File: config.mk
export PLATFORM = sky130hd
export DESIGN_NAME = spi_frame_rx
export DESIGN_NICKNAME = d
export VERILOG_FILES = /design/src/rtl/spi_frame_rx.sv
export SDC_FILE = /design/constraint.sdc
export NUM_CORES = 1
export LEC_CHECK = 0
export CAP_MARGIN = 40
export CORE_UTILIZATION = 65
export DETAILED_ROUTE_END_ITERATION = 10
export DONT_BUFFER_PORTS = 1
export PLACE_DENSITY = 0.82
export SLEW_MARGIN = 25
export SYNTH_ARGS = -nofsm -noshare
export SYNTH_HDL_FRONTEND = slang
export SYNTH_SLANG_ARGS = --single-unit
File: constraint.sdc
create_clock -name clk -period 7.8 [get_ports clk]
set_clock_uncertainty 0.1 [all_clocks]
set_input_delay 0.78 -clock clk [delete_from_list [all_inputs] [get_ports clk]]
set_output_delay 0.78 -clock clk [all_outputs]
set_load 0.02 [all_outputs]
File: src/rtl/spi_frame_rx.sv
// rtl/spi_frame_rx.sv - SPI mode-0 slave frame receiver with length, CRC-8 and CS-timeout checks
// Oversamples SCLK/CS/MOSI in the clk domain and publishes a whole frame as one wide word.
module spi_frame_rx #(
  parameter int FRAME_BYTES = 51,
  parameter int CRC_EN      = 1,
  parameter int SYNC_STAGES = 2,
  parameter int TIMEOUT_CYC = 65535
) (
  input  logic                     clk,
  input  logic                     rst_n,
  input  logic                     clk_en,
  input  logic                     MOSI,
  input  logic                     CS,
  input  logic                     SCLK,
  output logic [8*FRAME_BYTES-1:0] frame_data,
  output logic                     frame_wr,
  output logic                     crc_err,
  output logic                     len_err,
  output logic                     tmo_err,
  output logic                     busy,
  output logic [15:0]              frame_cnt
);

  localparam int FW     = 8 * FRAME_BYTES;
  localparam int BC_MAX = FRAME_BYTES + CRC_EN + 1;
  localparam int BC_W   = $clog2(BC_MAX + 1);

  localparam logic [BC_W-1:0] BC_PAY  = BC_W'(FRAME_BYTES);
  localparam logic [BC_W-1:0] BC_GOOD = BC_W'(FRAME_BYTES + CRC_EN);
  localparam logic [BC_W-1:0] BC_SAT  = BC_W'(BC_MAX);
  localparam logic [15:0]     TMO_LAST = 16'(TIMEOUT_CYC - 1);

  localparam logic [1:0] ST_DRAIN = 2'd0;
  localparam logic [1:0] ST_IDLE  = 2'd1;
  localparam logic [1:0] ST_RECV  = 2'd2;

  logic [SYNC_STAGES-1:0] cs_sync;
  logic [SYNC_STAGES-1:0] sclk_sync;
  logic [SYNC_STAGES-1:0] mosi_sync;
  logic                   cs_hist;
  logic                   sclk_hist;
  logic                   mosi_hist;
  logic                   cs_rise;
  logic                   cs_fall;
  logic                   sclk_rise;

  logic [1:0]      state;
  logic [2:0]      bit_cnt;
  logic [BC_W-1:0] byte_cnt;
  logic [7:0]      byte_sr;
  logic [7:0]      byte_nxt;
  logic [7:0]      crc;
  logic [FW-1:0]   shift_sr;
  logic [15:0]     tmo_cnt;

  function automatic logic [7:0] crc8_byte(input logic [7:0] c, input logic [7:0] d);
    logic [7:0] r;
    r = c ^ d;
    for (int i = 0; i < 8; i++) begin
      r = r[7] ? ((r << 1) ^ 8'h07) : (r << 1);
    end
    return r;
  endfunction

  // Edge flags are registered so that they line up with the history flops,
  // which then serve as the "synchronised level" seen together with each edge.
  always_ff @(posedge clk or negedge rst_n) begin
    if (!rst_n) begin
      cs_sync   <= '0;
      sclk_sync <= '0;
      mosi_sync <= '0;
      cs_hist   <= 1'b0;
      sclk_hist <= 1'b0;
      mosi_hist <= 1'b0;
      cs_rise   <= 1'b0;
      cs_fall   <= 1'b0;
      sclk_rise <= 1'b0;
    end else if (clk_en) begin
      cs_sync   <= {cs_sync[SYNC_STAGES-2:0], CS};
      sclk_sync <= {sclk_sync[SYNC_STAGES-2:0], SCLK};
      mosi_sync <= {mosi_sync[SYNC_STAGES-2:0], MOSI};
      cs_hist   <= cs_sync[SYNC_STAGES-1];
      sclk_hist <= sclk_sync[SYNC_STAGES-1];
      mosi_hist <= mosi_sync[SYNC_STAGES-1];
      cs_rise   <= cs_sync[SYNC_STAGES-1] & ~cs_hist;
      cs_fall   <= ~cs_sync[SYNC_STAGES-1] & cs_hist;
      sclk_rise <= sclk_sync[SYNC_STAGES-1] & ~sclk_hist;
    end
  end

  assign byte_nxt = {byte_sr[6:0], mosi_hist};
  assign busy     = (state == ST_RECV);

  // Result pulses clear on every clock, independent of clk_en, so they never stretch.
  always_ff @(posedge clk or negedge rst_n) begin
    if (!rst_n) begin
      state      <= ST_DRAIN;
      bit_cnt    <= 3'd0;
      byte_cnt   <= '0;
      byte_sr    <= 8'h00;
      crc        <= 8'h00;
      shift_sr   <= '0;
      tmo_cnt    <= 16'd0;
      frame_data <= '0;
      frame_wr   <= 1'b0;
      crc_err    <= 1'b0;
      len_err    <= 1'b0;
      tmo_err    <= 1'b0;
      frame_cnt  <= 16'd0;
    end else begin
      frame_wr <= 1'b0;
      crc_err  <= 1'b0;
      len_err  <= 1'b0;
      tmo_err  <= 1'b0;
      if (clk_en) begin
        case (state)
          ST_DRAIN: begin
            if (cs_hist) state <= ST_IDLE;
          end
          ST_IDLE: begin
            if (cs_fall) begin
              bit_cnt  <= 3'd0;
              byte_cnt <= '0;
              crc      <= 8'h00;
              tmo_cnt  <= 16'd0;
              state    <= ST_RECV;
            end
          end
          ST_RECV: begin
            if (cs_rise) begin
              state <= ST_IDLE;
              if (bit_cnt != 3'd0 || byte_cnt != BC_GOOD) begin
                len_err <= 1'b1;
              end else if (CRC_EN != 0 && crc != 8'h00) begin
                crc_err <= 1'b1;
              end else begin
                frame_data <= shift_sr;
                frame_wr   <= 1'b1;
                frame_cnt  <= frame_cnt + 16'd1;
              end
            end else if (tmo_cnt == TMO_LAST) begin
              tmo_err <= 1'b1;
              state   <= ST_DRAIN;
            end else begin
              tmo_cnt <= tmo_cnt + 16'd1;
              if (sclk_rise && !cs_hist) begin
                byte_sr <= byte_nxt;
                bit_cnt <= bit_cnt + 3'd1;
                if (bit_cnt == 3'd7) begin
                  // Overrun bytes still feed the CRC and the count but never the payload.
                  if (byte_cnt < BC_PAY) shift_sr <= (shift_sr << 8) | FW'(byte_nxt);
                  crc <= crc8_byte(crc, byte_nxt);
                  if (byte_cnt != BC_SAT) byte_cnt <= byte_cnt + BC_W'(1);
                end
              end
            end
          end
          default: state <= ST_DRAIN;
        endcase
      end
    end
  end

endmodule

# Yosys cells after proc, flatten, opt, wreduce, memory -nomap -nowiden
# Cells that the tools add are included.
[totals]
reg_bits = 890
output_inout_bits = 429
[op_classes]
add_sub_neg = 4
order_cmp = 1
n_eq_ne = 14
n_mux = 53
bitwise = 20
n_reduce_logical = 15
[op_table]
columns = ["op", "n"]
rows = [
  ["$or A408 B8 Y408", 1],
  ["$mux W16", 3],
  ["$mux W8", 5],
  ["$mux W3", 12],
  ["$mux W6", 6],
  ["$add A16 B1 Y16 const B", 2],
  ["$pmux W16 S2", 1],
  ["$not A3 Y3", 8],
  ["$mux W1", 18],
  ["$eq A16 B16 Y1 const B", 1],
  ["$pmux W8 S2", 1],
  ["$reduce_and A5 Y1", 3],
  ["$reduce_and A7 Y1", 2],
  ["$ne A6 B6 Y1 const B", 2],
  ["$pmux W6 S2", 1],
  ["$mux W2", 4],
  ["$ne A2 B2 Y1 const B", 4],
  ["$reduce_and A8 Y1", 1],
  ["$reduce_bool A8 Y1", 1],
  ["$xor A8 B8 Y8", 1],
  ["$not A1 Y1", 7],
  ["$add A6 B1 Y6 const B", 1],
  ["$lt A6 B6 Y1 const B", 1],
  ["$ne A2 B1 Y1 const B", 3],
  ["16 further kinds", 18],
]

# Longest topological paths before layout
# Gate-level depths: netlist of run 1.
[logic_depth]
ltp_word = 22
mapped_depth = 12
depth_no_buf = 8

# Worst setup path before layout of run 1
# Ideal clock, no wire load.
[synth_path]
path_type = "reg2reg"
startpoint = "reg tmo_cnt[0]"
endpoint = "reg shift_sr[187]"
setup_ps = 125
arrival_ps = 2511
required_time_ps = 7575
path_slack_ps = 5064
path_stages_with_launch = 13
period_less_slack_ps = 2736
path_cell_list = "dfrtp_1 -> inv_1 -> ha_1 -> and4_1 -> and2_1 -> clkbuf_1 -> a211oi_4 -> and3_1 -> buf_4 -> buf_6 -> buf_12 -> buf_12 -> mux2_4"
[synth_between]
elab_chain_cells = 3
[synth_lines]
columns = ["element", "line", "source"]
rows = [
  ["from (decl)", "54", "logic [15:0] tmo_cnt;"],
  ["from (signal assigned)", "145", "tmo_cnt <= tmo_cnt + 16'd1;"],
  ["$eq A16 B16 Y1", "141", "end else if (tmo_cnt == TMO_LAST) begin"],
  ["$not A1 Y1 (no source line)", "n/a", ""],
  ["$reduce_and A7 Y1 (no source line)", "n/a", ""],
  ["to (signal assigned)", "151", "if (byte_cnt < BC_PAY) shift_sr <= (shift_sr << 8) | FW'(byte_nxt);"],
  ["to (decl)", "53", "logic [FW-1:0] shift_sr;"],
]
# No other way between the ends.
# A chain may end at the register's enable or synchronous reset.

# Worst setup path in the final report of run 1
[layout_path]
startpoint = "reg tmo_cnt[0]"
endpoint = "reg shift_sr[5]"
# The elaborated chain is that of the path after synthesis.

==> summary.txt, run 1 <==
CTS
  – Clk_lat worst skew: 620 ps
  – CTS tree: built
  – Post-CTS sizing: 0
  – CTS buffer count: 86
  – Clock-pin slew on the worst setup and hold paths: 70 ps
  – Root Buffer: clkbuf_16
  – CTS Sinks: 890
  – # Post-CTS Setup Buffers: 0
  – H-tree levels: 3
  – CTS Buffer Depth: 3

Final layout
  – Register area: 22300 um2
  – Layout Nets: 2906
  – Area delta synth->final: 9.04%
  – Most common cell after layout, fill and taps aside: nand2_1
  – Diodes inserted: 0
  – Non-Filler Cell Area, Final: 38300 um2
  – Fillers: 3245
  – Final Core Density: 72.3%
  – Share of layout cells above drive strength 1: 20.0%
  – Most frequent cells in the layout: 1247 x nand2_1, 890 x dfrtp_1, 223 x mux2_2, 200 x mux2_4, 89 x clkbuf_16
  – Multi-input gate area: 11700 um2

Die
  – FP Rows: 84
  – Core Region: 53000 um2
  – Io pins: 435
  – Die span in y: 235 um
  – Die X: 235 um
  – Initial Util: 66.3%
  – Die area: 55000 um2

Drt
  – Avg WL per Cell: 21.2 um
  – DR iter-0 viols: 1711
  – Via count: 21100
  – Via density: 5.79
  – DRC Markers: 0
  – Detail Route Antenna Nets: 0
  – Drt total wl: 77300 um
  – 1st-pass router iterations: 6

Yosys
  – Synth unique cells: 57
  – Synth Cell Area: 35100 um2
  – Post-synth EDFFs: 0
  – Sequential-to-total area share from yosys stat: 63.4%
  – Seq cells post-synth: 890
  – Top_reg_cell synth: dfrtp_1
  – Synthesized area per cell: 12.0 um2
  – Post-Syn Nets: 2946
  – Synthesized instance count: 2931
  – Yosys warning total: 0
  – Async SR Flop Fraction: 100%

Power
  – Internal power: 7.37 mW
  – Clk pwr share: 45.6%
  – Max rail drop VDD: 0.201 mV
  – Switching share of total power: 21.9%
  – Pwr dens: 246 nW/um2
  – Flop pwr share: 50.0%
  – Sw power: 2.06 mW
  – Comb pwr share: 4.3%
  – Lkg Pwr: 20.4 nW

Global route
  – First-pass GRT wire length: 118000 um
  – Initial antenna violation count: 0
  – Total congestion overflow: 0
  – GR Util All Layers: 27.6%
  – Largest net degree at the start of global routing: 891
  – Vias in the first global route: 21300

Worst setup path
  – Critical Path RT: 8190 ps
  – Crit path largest cell delay: 560 ps
  – Critical path startpoint category: register
  – WS Path Type: register to register
  – CP endpoint kind: register
  – CP delay by family, top: buffers and inverters
  – Crit path arrival time: 4720 ps
  – Slowest cell on crit path: a211oi_4
  – Number of buffers and inverters on the critical path: 4
  – CP Cell Sequence: inv_1, ha_1, and4_1, and2_1, a211oi_4, and3_4, buf_16, buf_12, buf_16, mux2_2
  – Most used cell, CP: buf_16
  – Worst Path Max Fanout: 117

Outcome
  – Status: complete, no violations

Timing
  – Slew Limit Fails: 0
  – Min Hold Slack: 63.9 ps
  – Worst Tran Pin Value: 1100 ps
  – FMAX: 0.231 GHz
  – Rel. slew slack: 26.4%
  – Final Hold Viols: 0
  – Setup TNS: 0 ps
  – Final min period: 4330 ps
  – Period utilisation layout: 55.5%
  – Final setup vio count: 0
  – RSZ-0062 raised after global routing: no

Placed design
  – Port bufs: 0
  – HPWL Detailed: 47000 um
  – RePlAce Congestion: 0.851
  – Cell Area, Placed: 35100 um2

Hold path
  – Worst hold-check path type: input pin to asynchronous set/reset pin

Flow run
  – Max Cap Viol: 0
-- per-stage QoR --
stage,setup WS [ps],power [mW],cells
2_1_floorplan,5060,5.05,2931
3_3_place_gp,3570,5.09,3480
3_5_place_dp,3700,5.12,3483
4_1_cts,3690,9.41,3640
5_1_grt,3330,9.74,3648
6_report,3470,9.43,3648
-- kinds of logic (layout without fill, tap and decap cells) --
kind of cell	after synthesis	in the layout	share of synthesized area, %
and+or+nand+nor	1334	1334	14.9
DFF	890	890	63.4
muxes	429	429	15.9
buffers and inverters	168	197	3.28
AOI/OAI and AO/OA	58	58	1.20
xor gates and xnor gates	43	43	1.11
adders and majority gates	9	9	0.320
-- cells in the mapped netlist, types with 2 or more instances --
| library cell | n | area [um2] |
|---|---|---|
| nand2_1 | 1247 | 4680 |
| dfrtp_1 | 890 | 22300 |
| mux2_2 | 223 | 2510 |
| mux2_4 | 200 | 3000 |
| clkbuf_1 | 58 | 218 |
| buf_2 | 43 | 215 |
| xnor2_1 | 31 | 272 |
| buf_12 | 22 | 440 |
| buf_4 | 22 | 165 |
| nor2_1 | 20 | 75.1 |
| inv_1 | 18 | 67.6 |
| a21oi_1 | 12 | 60.1 |
| nand3_1 | 12 | 60.1 |
| nand4_1 | 11 | 68.8 |
| xor2_1 | 11 | 96.3 |
| ha_1 | 9 | 113 |
| o2bb2ai_1 | 8 | 70.1 |
| o21ai_0 | 7 | 35.0 |
| and3_1 | 6 | 37.5 |
| mux2i_1 | 6 | 60.1 |
| nor4_1 | 6 | 37.5 |
| or4_1 | 5 | 37.5 |
| nor3_1 | 4 | 20.0 |
| o221ai_1 | 4 | 35.0 |
| o22ai_1 | 4 | 25.0 |
| o31ai_1 | 4 | 30.0 |
| a211oi_1 | 3 | 22.5 |
| a21o_1 | 3 | 22.5 |
| and4_1 | 3 | 26.3 |
| buf_6 | 3 | 33.8 |
| nand4b_1 | 3 | 26.3 |
| a2111oi_0 | 2 | 17.5 |
| a211o_1 | 2 | 17.5 |
| a32o_1 | 2 | 20.0 |
| nand3b_1 | 2 | 15.0 |
| nor3b_1 | 2 | 15.0 |
| nor4b_1 | 2 | 17.5 |
| o211ai_1 | 2 | 15.0 |
-- state kept, by name, summed over array words and instances, names as in the netlist, 2 cells and up --
name,cells
frame_cnt,16
mosi_sync,2
shift_sr,408
frame_data,408
bit_cnt,3
tmo_cnt,16
state,2
sclk_sync,2
cs_sync,2
crc,8
byte_sr,7
byte_cnt,6
-- power groups by stage --
stage	Combinational (mW)	Clock (mW)	Sequential, mW
3_5_place_dp	0.314	0	4.80
3_3_place_gp	0.296	0	4.80
2_1_floorplan	0.262	0	4.78
4_1_cts	0.316	4.37	4.72
6_report	0.408	4.30	4.72
5_1_grt	0.459	4.56	4.72
-- metal layers --
metal / GRT usage [%] / vias to the layer above / routed length [um]
li1: - / 9404 / -
met1: 34.6 / 10800 / 30100
met2: 44.4 / 713 / 37500
met3: 9.82 / 149 / 7300
met4: 9.68 / 2 / 2350
met5: 0.536 / - / 42
-- area by class of cell --
| cell class | count | area share [%] |
|---|---|---|
| repair buffers | 20 | 1.05 |
| flip-flops and latches | 890 | 58.1 |
| clock inverters | 37 | 1.21 |
| well taps | 688 | 2.25 |
| inverters | 20 | 0.229 |
| clock buffers | 120 | 6.53 |
| multi-input cells | 1873 | 30.6 |
-- final timing paths --
kind,from,to,slack (ps),cells after the start
worst max-delay path,tmo_cnt[0],shift_sr[5],3470,10
max in group asynchronous,rst_n,frame_data[203],5200,3
min in group clk,clk_en,cs_rise,170,1
worst min register to register,shift_sr[406],frame_data[406],360,2
worst max register to register,tmo_cnt[0],shift_sr[5],3470,10
worst min-delay path,rst_n,frame_data[395],60,1
Note: power is estimated with default switching activity, not from simulation.
==> inputs of run 2 (changes only) <==
--- a/config.mk
+++ b/config.mk
@@ -6,10 +6,10 @@
 export NUM_CORES = 1
 export LEC_CHECK = 0
 export CAP_MARGIN = 40
-export CORE_UTILIZATION = 65
+export CORE_UTILIZATION = 57
 export DETAILED_ROUTE_END_ITERATION = 10
 export DONT_BUFFER_PORTS = 1
-export PLACE_DENSITY = 0.82
+export PLACE_DENSITY = 0.76
 export SLEW_MARGIN = 25
 export SYNTH_ARGS = -nofsm -noshare
 export SYNTH_HDL_FRONTEND = slang
==> constraint.sdc (replaced) <==
create_clock -name clk -period 3.6 [get_ports clk]
set_clock_uncertainty 0.1 [all_clocks]
set_input_delay 0.36 -clock clk [delete_from_list [all_inputs] [get_ports clk]]
set_output_delay 0.36 -clock clk [all_outputs]
set_load 0.02 [all_outputs]
==> run 2 against run 1 <==
Compared with the run above:
- design area is 1.2% higher
- critical path depth is 1 lower
- non-clock buffer count is 26 higher
- count of clock-buffer cells in the layout is 4 higher
- sequential share of layout area is 0.66 points lower
- wire length is 0.75% lower
- via count is 1.0% lower
- flip-flop and latch count stayed put
- combinational power is 120% higher
- clock power is 120% higher
- critical endpoint is now frame_data[340]
- highest routed layer is now met4
==> summary.txt, run 2 (same netlist as run 1, synthesis figures left out) <==
Timing
  – Worst Tran Pin Value: 786 ps (was 1100 ps)
  – Period utilisation layout: 96.3%
  – Setup TNS: 0 ps (unchanged)
  – Final worst setup slack: 133 ps (was 3470 ps)
  – Final Hold Viols: 0 (unchanged)
  – RSZ-0062 raised after global routing: no (unchanged)
  – Final setup vio count: 0 (unchanged)
  – Slew Limit Fails: 0 (unchanged)
  – Rel. slew slack: 47.4% (was 26.4%)
  – Final min period: 3470 ps
  – FMAX: 0.288 GHz

Global route
  – Total congestion overflow: 0 (unchanged)
  – Vias in the first global route: 21700 (was 21300)
  – Initial antenna violation count: 0 (unchanged)
  – First-pass GRT wire length: 123000 um (was 118000 um)
  – Largest net degree at the start of global routing: 891 (unchanged)
  – GR Util All Layers: 24.7% (was 27.6%)

Placed design
  – Placed cells: 3600 (was 3483)
  – Pre-CTS WS: 524 ps (was 3700 ps)
  – Port bufs: 0 (unchanged)
  – RePlAce Congestion: 0.862 (was 0.851)
  – HPWL Detailed: 49000 um (was 47000 um)

Die
  – Die span in y: 250 um (was 235 um)
  – Core Region: 60600 um2 (was 53000 um2)
  – Die area: 62700 um2 (was 55000 um2)
  – Io pins: 435 (unchanged)
  – Die X: 250 um (was 235 um)
  – Initial Util: 58.0% (was 66.3%)
  – FP Rows: 90 (was 84)

Worst setup path
  – Most used cell, CP: nand2_1 (was buf_16)
  – Critical path startpoint category: input pin (was register)
  – Critical Path RT: 4050 ps (was 8190 ps)
  – Slowest cell on crit path: dlygate4sd3_1 (was a211oi_4)
  – CP endpoint kind: register (unchanged)
  – CP delay by family, top: buffers and inverters (unchanged)
  – Crit path arrival time: 3920 ps (was 4720 ps)
  – Worst Path Max Fanout: 57 (was 117)
  – Crit path largest cell delay: 1050 ps (was 560 ps)
  – CP Cell Sequence: dlygate4sd3_1, nand4b_1, or3_1, or2_4, inv_8, buf_12, buf_4, nand2_1, nand2_1 (was inv_1, ha_1, and4_1, and2_1, a211oi_4, and3_4, buf_16, buf_12, buf_16, mux2_2)
  – Number of buffers and inverters on the critical path: 4 (unchanged)
  – Crit. Startpoint: clk_en (was tmo_cnt[0])
  – WS Path Type: input pin to register (was register to register)
  – R2r startpoint: state[0] (was tmo_cnt[0])

Drt
  – Drt total wl: 76700 um (was 77300 um)
  – Via density: 5.54 (was 5.79)
  – DR iter-0 viols: 1843 (was 1711)
  – 1st-pass router iterations: 5 (was 6)
  – Via count: 20900 (was 21100)
  – DRC Markers: 0 (unchanged)
  – Detail Route Antenna Nets: 0 (unchanged)
  – Avg WL per Cell: 20.3 um (was 21.2 um)

Final layout
  – Share of layout cells above drive strength 1: 20.5% (was 20.0%)
  – Most common cell after layout, fill and taps aside: nand2_1 (unchanged)
  – Diodes inserted: 0 (unchanged)
  – Biggest regs: frame_data: 408 flops, shift_sr: 408 flops (unchanged)
  – Cell Count, Final, Fillers Out: 3772 (was 3648)
  – Most frequent cells in the layout: 1247 x nand2_1, 890 x dfrtp_1, 223 x mux2_2, 200 x mux2_4, 90 x clkbuf_16 (was 1247 x nand2_1, 890 x dfrtp_1, 223 x mux2_2, 200 x mux2_4, 89 x clkbuf_16)
  – Layout Nets: 2934 (was 2906)
  – Area delta synth->final: 10.3% (was 9.04%)

CTS
  – CTS Sinks: 890 (unchanged)
  – CTS Buffer Depth: 3 (unchanged)
  – H-tree levels: 3 (unchanged)
  – Clock-pin slew on the worst setup and hold paths: 60 ps (was 70 ps)
  – Root Buffer: clkbuf_16 (unchanged)
  – CTS buffer count: 88 (was 86)
  – Clk_lat worst skew: 630 ps (was 620 ps)
  – CTS tree: built (unchanged)

Outcome
  – Status: complete, no violations (unchanged)

Power
  – Overall power: 20.5 mW (was 9.43 mW)
  – Max rail drop VDD: 0.390 mV (was 0.201 mV)
  – Lkg Pwr: 20.6 nW (was 20.4 nW)
  – Pwr dens: 528 nW/um2 (was 246 nW/um2)

Hold path
  – Hold path startpoint: clk_en
  – Worst hold-check path type: input pin to register (was input pin to asynchronous set/reset pin)

Flow run
  – Max Cap Viol: 0 (unchanged)
[run 2: path summary, 6_finish.rpt]
| check | slack, ps | endpoint | cells past startpoint |
|---|---|---|---|
| worst max-delay path | 130 | frame_data[340] | 9 |
| worst min-delay path | 100 | tmo_cnt[1] | 3 |
| worst max register to register | 460 | frame_data[340] | 8 |
| worst min register to register | 370 | sclk_rise | 1 |
| max in group asynchronous | 570 | frame_data[152] | 5 |
| min in group asynchronous | 260 | frame_data[372] | 2 |
[run 2: worst register-to-register path: stages, from the launching register on]
cell	delay (ps)
dfrtp_1	480
nand4b_1	320
or3_1	610
or2_4	530
inv_8	340
buf_12	260
buf_4	230
nand2_1	120
nand2_1	90
[run 2: report_power, final]
group	switching (mW)	total (mW)	internal, mW	leakage, nW
sequential	0.123	10.2	10.1	12.4
clock	3.84	9.34	5.50	1.48
combinational	0.564	0.903	0.339	6.70
[run 2: per-layer routing]
| layer | global-route usage [%] | vias to the layer above | part of all wire [%] |
|---|---|---|---|
| li1 | - | 9445 | - |
| met1 | 31.3 | 10700 | 40 |
| met2 | 39.5 | 618 | 48 |
| met3 | 9.33 | 116 | 9.6 |
| met4 | 7.75 | 0 | 2.4 |
| met5 | 0 | - | 0 |
[run 2: repair_timing]
item	in CTS	in global routing
setup buffers	0	0
resized for setup	0	0
hold endpoints to repair	908	433
hold buffers	4	2
[run 2: final cells by class]
cell class / count / area (um2)
clock inverter: 37 / 452
sequential: 890 / 22300
fill: 4371 / 21800
inverter: 20 / 87.6
timing repair buffer: 46 / 716
multi-input combinational: 1873 / 11700
clock buffer: 124 / 2530
tap: 782 / 978
[run 2: through the flow]
stage	area (um2)	hold WS, ps	utilization (%)
2_1_floorplan	35100	-35.6	-
3_3_place_gp	35600	-0.970	58.7
3_5_place_dp	35600	-1.36	58.7
4_1_cts	38600	-685	63.7
5_1_grt	38800	84.2	64.0
6_report	38800	102	64.0
==> inputs of run 3 (changes only) <==
==> constraint.sdc (replaced) <==
create_clock -name clk -period 3.6 [get_ports clk]
set_clock_uncertainty 0.1 [all_clocks]
set_input_delay 0.72 -clock clk [delete_from_list [all_inputs] [get_ports clk]]
set_output_delay 0.72 -clock clk [all_outputs]
set_load 0.02 [all_outputs]
==> run 3 against run 2 <==
Compared with the run above:
- the flow now finishes with violations (negative hold slack, max-slew violations, negative setup slack)
- total power shrank 0.53%
- flip-flop and latch count is the same
- register-to-register slack gained 90 ps
- die area is the same
- hold slack lost 400 ps
- design area shrank 0.76%
- highest routed layer unchanged
==> summary.txt, run 3 (same netlist as run 1, synthesis figures left out) <==
Die
  – Initial Util: 58.0% (unchanged)
  – Die area: 62700 um2 (unchanged)
  – FP Rows: 90 (unchanged)
  – Core Region: 60600 um2 (unchanged)
  – Die span in y: 250 um (unchanged)
  – Die X: 250 um (unchanged)
  – Io pins: 435 (unchanged)

Worst setup path
  – R2r startpoint: state[0] (unchanged)
  – Crit path arrival time: 3330 ps (was 3920 ps)
  – Critical Path RT: 2980 ps (was 4050 ps)
  – Crit. Startpoint: rst_n (was clk_en)
  – R2r worst-path depth: 6 (was 8)
  – CP endpoint kind: asynchronous set/reset pin (was register)
  – Worst Setup EP: shift_sr[93] (was frame_data[340])
  – Reg-to-reg setup timing slack: 550 ps (was 460 ps)
  – WS Path Type: input pin to asynchronous set/reset pin (was input pin to register)
  – WP depth: 0 (was 9)
  – Critical path startpoint category: input pin (unchanged)
  – Worst Path Max Fanout: 890 (was 57)
  – Reg2Reg Capture Point: frame_data[168] (was frame_data[340])

Drt
  – Drt total wl: 76100 um (was 76700 um)
  – Via count: 20800 (was 20900)
  – Detail Route Antenna Nets: 0 (unchanged)
  – DRC Markers: 0 (unchanged)
  – Via density: 5.54 (about the same)
  – Avg WL per Cell: 20.3 um (about the same)
  – DR iter-0 viols: 1794 (was 1843)
  – 1st-pass router iterations: 5 (unchanged)

Timing
  – Period utilisation layout: 110% (was 96.3%)
  – Slew Limit Fails: 698 (was 0)
  – RSZ-0062 raised after global routing: no (unchanged)
  – FMAX: 0.253 GHz (was 0.288 GHz)
  – Rel. slew slack: -248% (was 47.4%)
  – Worst Tran Pin Value: 5220 ps (was 786 ps)
  – Min Hold Slack: -303 ps (was 102 ps)
  – Final setup vio count: 300 (was 0)
  – Setup TNS: -66650 ps (was 0 ps)
  – Final Hold Viols: 179 (was 0)
  – Final min period: 3950 ps (was 3470 ps)
  – Final worst setup slack: -353 ps (was 133 ps)

Final layout
  – Layout Nets: 2919 (was 2934)
  – Most frequent cells in the layout: 1247 x nand2_1, 890 x dfrtp_1, 223 x mux2_2, 200 x mux2_4, 89 x clkbuf_16 (was 1247 x nand2_1, 890 x dfrtp_1, 223 x mux2_2, 200 x mux2_4, 90 x clkbuf_16)
  – Diodes inserted: 0 (unchanged)
  – Multi-input gate area: 11700 um2 (about the same)
  – Most common cell after layout, fill and taps aside: nand2_1 (unchanged)
  – Area delta synth->final: 9.46% (was 10.3%)
  – Biggest regs: frame_data: 408 flops, shift_sr: 408 flops (unchanged)
  – Share of layout cells above drive strength 1: 20.3% (was 20.5%)
  – Fillers: 4414 (was 4371)
  – Register area: 22300 um2 (unchanged)

Global route
  – Largest net degree at the start of global routing: 891 (unchanged)
  – GR Util All Layers: 24.6% (was 24.7%)
  – First-pass GRT wire length: 122000 um (was 123000 um)
  – Total congestion overflow: 0 (unchanged)
  – Initial antenna violation count: 1 (was 0)
  – Vias in the first global route: 21500 (was 21700)

CTS
  – CTS Buffer Depth: 3 (unchanged)
  – CTS buffer count: 87 (was 88)
  – Root Buffer: clkbuf_16 (unchanged)
  – Clk_lat worst skew: 630 ps (about the same)
  – Post-CTS sizing: 0 (unchanged)
  – CTS Sinks: 890 (unchanged)
  – H-tree levels: 3 (unchanged)
  – CTS tree: built (unchanged)
  – # Post-CTS Setup Buffers: 0 (unchanged)
  – Clock-pin slew on the worst setup and hold paths: 60 ps (about the same)

Flow run
  – Max Cap Viol: 0 (unchanged)

Power
  – Max rail drop VDD: 0.401 mV (was 0.390 mV)
  – Pwr dens: 529 nW/um2 (was 528 nW/um2)
  – Lkg Pwr: 20.5 nW (was 20.6 nW)
  – Sw power: 4.30 mW (was 4.53 mW)
  – Flop pwr share: 50.2% (was 49.9%)
  – Internal power: 16.1 mW (was 15.9 mW)
  – Comb pwr share: 3.4% (was 4.4%)
  – Overall power: 20.4 mW (was 20.5 mW)
  – Switching share of total power: 21.1% (was 22.1%)
  – Clk pwr share: 46.4% (was 45.6%)

Placed design
  – Pre-CTS WS: 481 ps (was 524 ps)
  – HPWL Detailed: 48800 um (was 49000 um)
  – Port bufs: 0 (unchanged)
  – RePlAce Congestion: 0.852 (was 0.862)

Outcome
  – Failing checks: negative hold slack, max-slew violations, negative setup slack
  – Status: finished with violations (was complete, no violations)

Hold path
  – Worst hold-check path type: input pin to asynchronous set/reset pin (was input pin to register)
## run 3: metal layers
| layer | vias up | routed length (um) | global-route usage [%] |
|---|---|---|---|
| met3 | 136 | 7150 | 9.27 |
| met4 | 0 | 2100 | 8.27 |
| met1 | 10700 | 30900 | 31.4 |
| li1 | 9410 | - | - |
| met5 | - | 0 | 0 |
| met2 | 574 | 36000 | 38.7 |
## run 3: final cells by class
class | instances | area share [%]
Sequential cell | 890 | 57.9
Multi-Input combinational cell | 1873 | 30.5
Clock buffer | 124 | 6.57
Tap cell | 782 | 2.54
Clock inverter | 33 | 1.26
Timing Repair Buffer | 32 | 1.00
Inverter | 20 | 0.228
## run 3: power by group through the flow
| stage | combinational, mW | sequential [mW] | clock [mW] |
|---|---|---|---|
| after floorplan | 0.567 | 10.4 | 0 |
| after global placement | 0.652 | 10.4 | 0 |
| after detailed placement | 0.695 | 10.4 | 0 |
| after CTS | 0.698 | 10.2 | 9.61 |
| after global routing | 0.768 | 10.2 | 10.0 |
| final | 0.694 | 10.2 | 9.44 |
## run 3: worst min path at each step
| stage | to | cells past startpoint |
|---|---|---|
| after global routing | frame_data[388] | 0 |
| after global placement | frame_data[401] | 2 |
| after detailed placement | frame_data[401] | 2 |
| final | frame_data[388] | 0 |
| after CTS | frame_data[388] | 0 |
| after floorplan | bit_cnt[0] | 0 |
## run 3: worst register-to-register path, cell delays in order, from the launching register on
cell and delay (ps):
dfrtp_1 480, nand4b_1 290, or3_1 580, or2_4 440
buf_12 230, nand2_1 720, nand2_1 90
## run 3: metrics by stage
step | cell area [um2] | util, % | std cells
after global placement | 35400 | 58.5 | 3596
after floorplan | 35100 | - | 2931
final | 38500 | 63.5 | 3754
after detailed placement | 35400 | 58.5 | 3596
after global routing | 38500 | 63.5 | 3754
after CTS | 38400 | 63.4 | 3753
